==> src/rtl/mem_port_arbiter.sv <==
// rtl/mem_port_arbiter.sv - I/D memory port arbiter; MEM_ARB_ROUND_ROBIN_EN enables round-robin tie-break
module mem_port_arbiter #(
  parameter int ADDR_WIDTH = 64,
  parameter int DATA_WIDTH = 128
) (
  input  logic                    clk,
  input  logic                    rstn,
  input  logic [ADDR_WIDTH-1:0]   i_raddr,
  input  logic                    i_ren,
  output logic [DATA_WIDTH-1:0]   i_rdata,
  output logic                    i_rvalid,
  input  logic [ADDR_WIDTH-1:0]   d_raddr,
  input  logic                    d_ren,
  input  logic [ADDR_WIDTH-1:0]   d_waddr,
  input  logic                    d_wen,
  input  logic [DATA_WIDTH-1:0]   d_wdata,
  input  logic [DATA_WIDTH/8-1:0] d_wmask,
  output logic [DATA_WIDTH-1:0]   d_rdata,
  output logic                    d_rvalid,
  output logic                    d_wvalid,
  output logic [ADDR_WIDTH-1:0]   m_raddr,
  output logic                    m_ren,
  output logic [ADDR_WIDTH-1:0]   m_waddr,
  output logic                    m_wen,
  output logic [DATA_WIDTH-1:0]   m_wdata,
  output logic [DATA_WIDTH/8-1:0] m_wmask,
  input  logic [DATA_WIDTH-1:0]   m_rdata,
  input  logic                    m_rvalid,
  input  logic                    m_wvalid,
  output logic                    busy
);

  localparam logic [1:0] ST_IDLE    = 2'd0;
  localparam logic [1:0] ST_GRANT_I = 2'd1;
  localparam logic [1:0] ST_GRANT_D = 2'd2;

  logic [1:0] state_q, state_d;
  logic       rd_done_q, rd_done_d;
  logic       wr_done_q, wr_done_d;
  logic       gnt_i, gnt_d, d_req, pick_d;

  // Grants are masked by rstn so the port is released in the reset cycle itself.
  assign gnt_i = rstn && (state_q == ST_GRANT_I);
  assign gnt_d = rstn && (state_q == ST_GRANT_D);
  assign d_req = d_ren | d_wen;

`ifdef MEM_ARB_ROUND_ROBIN_EN
  logic last_d_q, last_d_d;

  assign pick_d = d_req & (~i_ren | ~last_d_q);

  always_comb begin
    last_d_d = last_d_q;
    if ((state_q == ST_IDLE) && (d_req | i_ren)) begin
      last_d_d = pick_d;
    end
  end

  always_ff @(posedge clk) begin
    if (!rstn) begin
      last_d_q <= 1'b0;
    end else begin
      last_d_q <= last_d_d;
    end
  end
`else
  assign pick_d = d_req;
`endif

  assign m_ren   = gnt_i ? (i_ren & ~rd_done_q) :
                   gnt_d ? (d_ren & ~rd_done_q) : 1'b0;
  assign m_wen   = gnt_d & d_wen & ~wr_done_q;
  assign m_raddr = gnt_i ? i_raddr : (gnt_d ? d_raddr : '0);
  assign m_waddr = gnt_d ? d_waddr : '0;
  assign m_wdata = gnt_d ? d_wdata : '0;
  assign m_wmask = gnt_d ? d_wmask : '0;

  // An ack only counts while the matching enable is still driven; strays are dropped.
  assign i_rvalid = gnt_i & m_rvalid & m_ren;
  assign d_rvalid = gnt_d & m_rvalid & m_ren;
  assign d_wvalid = gnt_d & m_wvalid & m_wen;
  assign i_rdata  = gnt_i ? m_rdata : '0;
  assign d_rdata  = gnt_d ? m_rdata : '0;
  assign busy     = gnt_i | gnt_d;

  always_comb begin
    state_d   = state_q;
    rd_done_d = rd_done_q | (m_rvalid & m_ren);
    wr_done_d = wr_done_q | (m_wvalid & m_wen);
    case (state_q)
      ST_IDLE: begin
        if (d_req | i_ren) begin
          state_d = pick_d ? ST_GRANT_D : ST_GRANT_I;
        end
      end
      ST_GRANT_I: begin
        if (rd_done_q | ~i_ren) begin
          state_d = ST_IDLE;
        end
      end
      ST_GRANT_D: begin
        if ((rd_done_q | ~d_ren) & (wr_done_q | ~d_wen)) begin
          state_d = ST_IDLE;
        end
      end
      default: state_d = ST_IDLE;
    endcase
    if (state_d == ST_IDLE) begin
      rd_done_d = 1'b0;
      wr_done_d = 1'b0;
    end
  end

  always_ff @(posedge clk) begin
    if (!rstn) begin
      state_q   <= ST_IDLE;
      rd_done_q <= 1'b0;
      wr_done_q <= 1'b0;
    end else begin
      state_q   <= state_d;
      rd_done_q <= rd_done_d;
      wr_done_q <= wr_done_d;
    end
  end

endmodule

==> config.mk <==
export PLATFORM = sky130hd
export DESIGN_NAME = mem_port_arbiter
export DESIGN_NICKNAME = d
export VERILOG_FILES = /design/src/rtl/mem_port_arbiter.sv
export SDC_FILE = /design/constraint.sdc
export NUM_CORES = 1
export LEC_CHECK = 0
export ABC_AREA = 1
export BUFFER_PORTS_ARGS = -buffer_cell sky130_fd_sc_hd__buf_4
export CAP_MARGIN = 40
export CORE_AREA = 2 2 395 397
export DETAILED_ROUTE_END_ITERATION = 10
export DIE_AREA = 0 0 397 399
export GPL_ROUTABILITY_DRIVEN = 0
export SYNTH_ARGS = -nofsm -noshare
export SYNTH_HDL_FRONTEND = slang
export SYNTH_SLANG_ARGS = --single-unit
==> constraint.sdc <==
create_clock -name clk -period 2 [get_ports clk]
set_input_delay 0.5 -clock clk [delete_from_list [all_inputs] [get_ports clk]]
set_output_delay 0.5 -clock clk [all_outputs]
set_load 0.01 [all_outputs]
==> summary.log <==
INFO  critical_path  regToRegStartpoint=state_q[1]
INFO  sta            skew=0.00206ns
INFO  yosys          synthDominantAreaCellType=sky130_fd_sc_hd__nor2_1
INFO  clock_network  tritoncts_num_sinks=4
INFO  critical_path  cp-start-kind=flip-flop
INFO  worst_hold_path worstHoldPathType=reg2reg
INFO  critical_path  crit_top_cell=sky130_fd_sc_hd__buf_12
INFO  grt            gr-usage-met3=12.5%
INFO  critical_path  reg2reg_setup_slack=0.74ns
INFO  die            die_x=397microns
INFO  sta            max_freq=0.465GHz
INFO  cells_and_area final_layout_size_suffix_gt1_share=61.6%
INFO  routing        detail_route.first_pass.iterations=6
INFO  cells_and_area ff_latch_area=85.1squm
INFO  grt            grt_busiest_layer=met2
INFO  yosys          main_synth_ff_type=sky130_fd_sc_hd__dfxtp_1
INFO  clock_network  cts.reportedPaths.clkPinSlew=0.03ns
INFO  routing        drt_drc=0
INFO  sta            slew-limit-headroom=74.8%
INFO  yosys          synth_cells=983
INFO  yosys          synth-async-reset-ratio=0%
INFO  critical_path  endpoint=i_rdata[30]
INFO  cells_and_area layout.cell_area.non_filler=16200squm
INFO  clock_network  worstSkewPairLatency=0.23ns
INFO  cells_and_area final.fill_count=18000
INFO  cells_and_area layout_stage_area_growth_over_the_synthesis_result=270%
INFO  critical_path  critPathSlowestCell=sky130_fd_sc_hd__dfxtp_2
INFO  yosys          netlist_top_cells_area=sky130_fd_sc_hd__nor2_1 40%, sky130_fd_sc_hd__inv_1 30%, sky130_fd_sc_hd__a32o_1 15%
INFO  sta            post-route-period-util=108%
INFO  run_status     outcome=finished, violations left
INFO  sta            finalSetupViolations=470
INFO  sta            number_of_hold_violations_in_the_final_report=0
INFO  cells_and_area nNetsFinal=2462
INFO  cells_and_area final_cell_count_no_fill=4064
INFO  power          cellPowerDensity=234nW/um^2
INFO  power          report.power.total=3.79mW
INFO  critical_path  critical_path.reg2reg.endpoint=rd_done_q
INFO  critical_path  worst_setup_sp=state_q[0]
INFO  grt            grt_max_degree=62
INFO  sta            postLayoutSetupSlackWorst=-0.151ns
INFO  grt            grt_pass1_wl=149000microns
INFO  clock_network  htreeDepth=1
INFO  critical_path  timing.reg2reg.worst_path_depth=9
INFO  critical_path  worstPathMaxFanout=52
INFO  grt            gr-usage-met1=16.2%
INFO  routing        drt_iter0_drc=1178
INFO  die            floorplan.rows=144
INFO  clock_network  clockBufferDepth=2
INFO  sta            transition_time_at_the_pin_with_the_least_slew_margin=0.377ns
INFO  clock_network  root_buffer=sky130_fd_sc_hd__clkbuf_16
INFO  yosys          netlist.area_leader.share=40.4%
INFO  routing        route.detailed.vias_per_inst=2.86
INFO  yosys          synth_edf_count=0
INFO  placement      post-place-cells=4002
INFO  yosys          synth.net_count=1454
INFO  die            fp.coreArea=154000squm
INFO  critical_path  worst_ep_required_time=1.50ns
INFO  grt            first_global_vias=10300
INFO  grt            globalRouteOverflowTotal=0
INFO  yosys          post_synth_num_cell_types=18
INFO  sta            drv_slew=0
INFO  sta            rsz_0062_raised_after_global_routing=true
INFO  die            chipHeight=399microns
INFO  critical_path  category_of_the_critical_setup_timing_path=reg2out
INFO  critical_path  critical_path.n_buffers_inverters=5
INFO  die            io_pins=1005
INFO  run            max_cap_viol_count=0
INFO  routing        ant_nets=0
INFO  die            die_area=158000squm
INFO  routing        routed-via-count=11600
INFO  grt            antenna_found_initial=169
INFO  critical_path  critical_path.max_stage_delay=0.35ns
INFO  placement      port_buffer_count=1004
INFO  critical_path  path_delay_family=buffers and inverters
INFO  yosys          count_of_synthesis_stage_warnings_from_yosys=0
INFO  critical_path  worst-endpoint-arrival=1.65ns
INFO  cells_and_area multi_input_comb_area=3030squm
INFO  yosys          syn_avg_cell_area=4.46squm
INFO  routing        detail_route.wl_per_cell=32.2microns
INFO  clock_network  cts_buffers=3
INFO  yosys          synthesis.area=4380squm
INFO  critical_path  endpoint_kind=output port
INFO  sta            totalNegativeSetupSlack=-22.60ns
INFO  die            start_util=2.85%
INFO  yosys          yosysSeqAreaShare=1.83%
INFO  power          vdd_drop_max=0.128mV
INFO  routing        wirelength=131000microns
INFO  critical_path  path_cells=inv_4, nor2_4, buf_12, nand2_4, buf_12, buf_16, nor2_1, buf_4
INFO  clock_network  cts_tree=done
INFO  clock_network  cts_hold_buf=0
INFO  critical_path  critical_path_cell_count=8
INFO  sta            min_period=2.15ns
INFO  placement      placedInstanceArea=14600squm
INFO  grt            grt_util_met2=24.5%
INFO  placement      hpwl_detailed=122000microns
INFO  yosys          yosys_register_bits=4
INFO  grt            grt_use_total=15.4%
INFO  run_status     failed_checks=negative setup slack
INFO  power          static-leakage-power=9.01nW
==> worst min-delay path by stage <==
stage                         start   endpoint  slack, ns  cells after the start
final                     wr_done_q  wr_done_q       0.50                      2
after global routing      wr_done_q  wr_done_q       0.54                      2
after CTS                 wr_done_q  wr_done_q       0.50                      2
after detailed placement  wr_done_q  wr_done_q       0.49                      2
after global placement    wr_done_q  wr_done_q       0.49                      2
after floorplan           wr_done_q  wr_done_q       0.47                      2
==> per-stage QoR <==
step                      utilization, %  hold WS [ns]  setup WS, ns
final                               10.5         0.501        -0.151
after global routing                10.5         0.540        -0.184
after CTS                           10.1         0.500        -0.136
after detailed placement            9.49         0.489        -0.310
after global placement              9.49         0.486        -0.297
after floorplan                        -         0.465         0.163
==> worst reg2reg max path, delay by kind of cell, from the launching register on <==
family	cells	cell delay (ns)
simple gates	6	0.57
flops	1	0.35
buf+inv	3	0.29
==> sequential cells by signal, indices dropped and copies added (netlist names) <==
register / cells
rd_done_q: 1
state_q: 2
wr_done_q: 1
==> per-layer routing <==
metal / wire length, microns / part of all wire, % / vias to the layer above
met2: 58400 / 45 / 1014
li1: - / - / 4803
met1: 46200 / 35 / 5397
met3: 23400 / 18 / 284
met5: 919 / 0.70 / -
met4: 1950 / 1.5 / 142
==> final cells by class <==
type | count | area share [%]
Sequential cell | 4 | 0.525
Inverter | 347 | 8.05
Tap cell | 2044 | 15.8
Antenna cell | 31 | 0.479
Timing Repair Buffer | 1075 | 56.0
Multi-Input combinational cell | 560 | 18.7
Clock buffer | 3 | 0.463
==> cell usage after synthesis, types with 3 or more instances <==
| cell type | count |
|---|---|
| sky130_fd_sc_hd__a32o_1 | 64 |
| sky130_fd_sc_hd__buf_2 | 37 |
| sky130_fd_sc_hd__buf_4 | 17 |
| sky130_fd_sc_hd__buf_6 | 12 |
| sky130_fd_sc_hd__clkbuf_1 | 5 |
| sky130_fd_sc_hd__dfxtp_1 | 4 |
| sky130_fd_sc_hd__inv_1 | 345 |
| sky130_fd_sc_hd__nand2_1 | 14 |
| sky130_fd_sc_hd__nand3_1 | 3 |
| sky130_fd_sc_hd__nor2_1 | 471 |
==> repair_timing <==
action | CTS | global route
buffers inserted | 8 | 6
setup endpoints to repair | 499 | 506
resized for setup | 204 | 107
gates cloned | 6 | 10
pin swaps | 4 | 2
==> cell usage in the layout (no fill, tap or decap), types with 2 or more instances in the layout <==
cell type / n
sky130_fd_sc_hd__nor2_2: 104
sky130_fd_sc_hd__inv_2: 2
sky130_fd_sc_hd__diode_2: 31
sky130_fd_sc_hd__a32o_1: 59
sky130_fd_sc_hd__nand2_4: 2
sky130_fd_sc_hd__nor2_1: 341
sky130_fd_sc_hd__buf_12: 21
sky130_fd_sc_hd__nor3_2: 2
sky130_fd_sc_hd__buf_16: 9
sky130_fd_sc_hd__buf_8: 4
sky130_fd_sc_hd__nand2_1: 11
sky130_fd_sc_hd__clkbuf_16: 9
sky130_fd_sc_hd__nor2_4: 27
sky130_fd_sc_hd__inv_1: 344
sky130_fd_sc_hd__nand3_1: 2
sky130_fd_sc_hd__a21oi_1: 2
sky130_fd_sc_hd__buf_4: 927
sky130_fd_sc_hd__buf_6: 107
sky130_fd_sc_hd__dfxtp_1: 2
sky130_fd_sc_hd__a32o_2: 5
==> logic make-up (layout without fill, tap and decap cells) <==
family	count (synthesis)	after routing	share of synthesized area, %
other	0	31	0
AO/OA/AOI/OAI	67	67	15.0
AND/OR/NAND/NOR	493	493	42.7
flip-flops	4	4	1.83
buffers and inverters	419	1425	40.5
==> power by group <==
group          leakage, nW  switching (mW)  internal [mW]
Clock               0.0372          0.0671          0.256
Sequential          0.0336         0.00599         0.0851
Combinational         8.94            1.84           1.54
Total                 9.01            1.91           1.88
(Power assumes the default switching activity.)
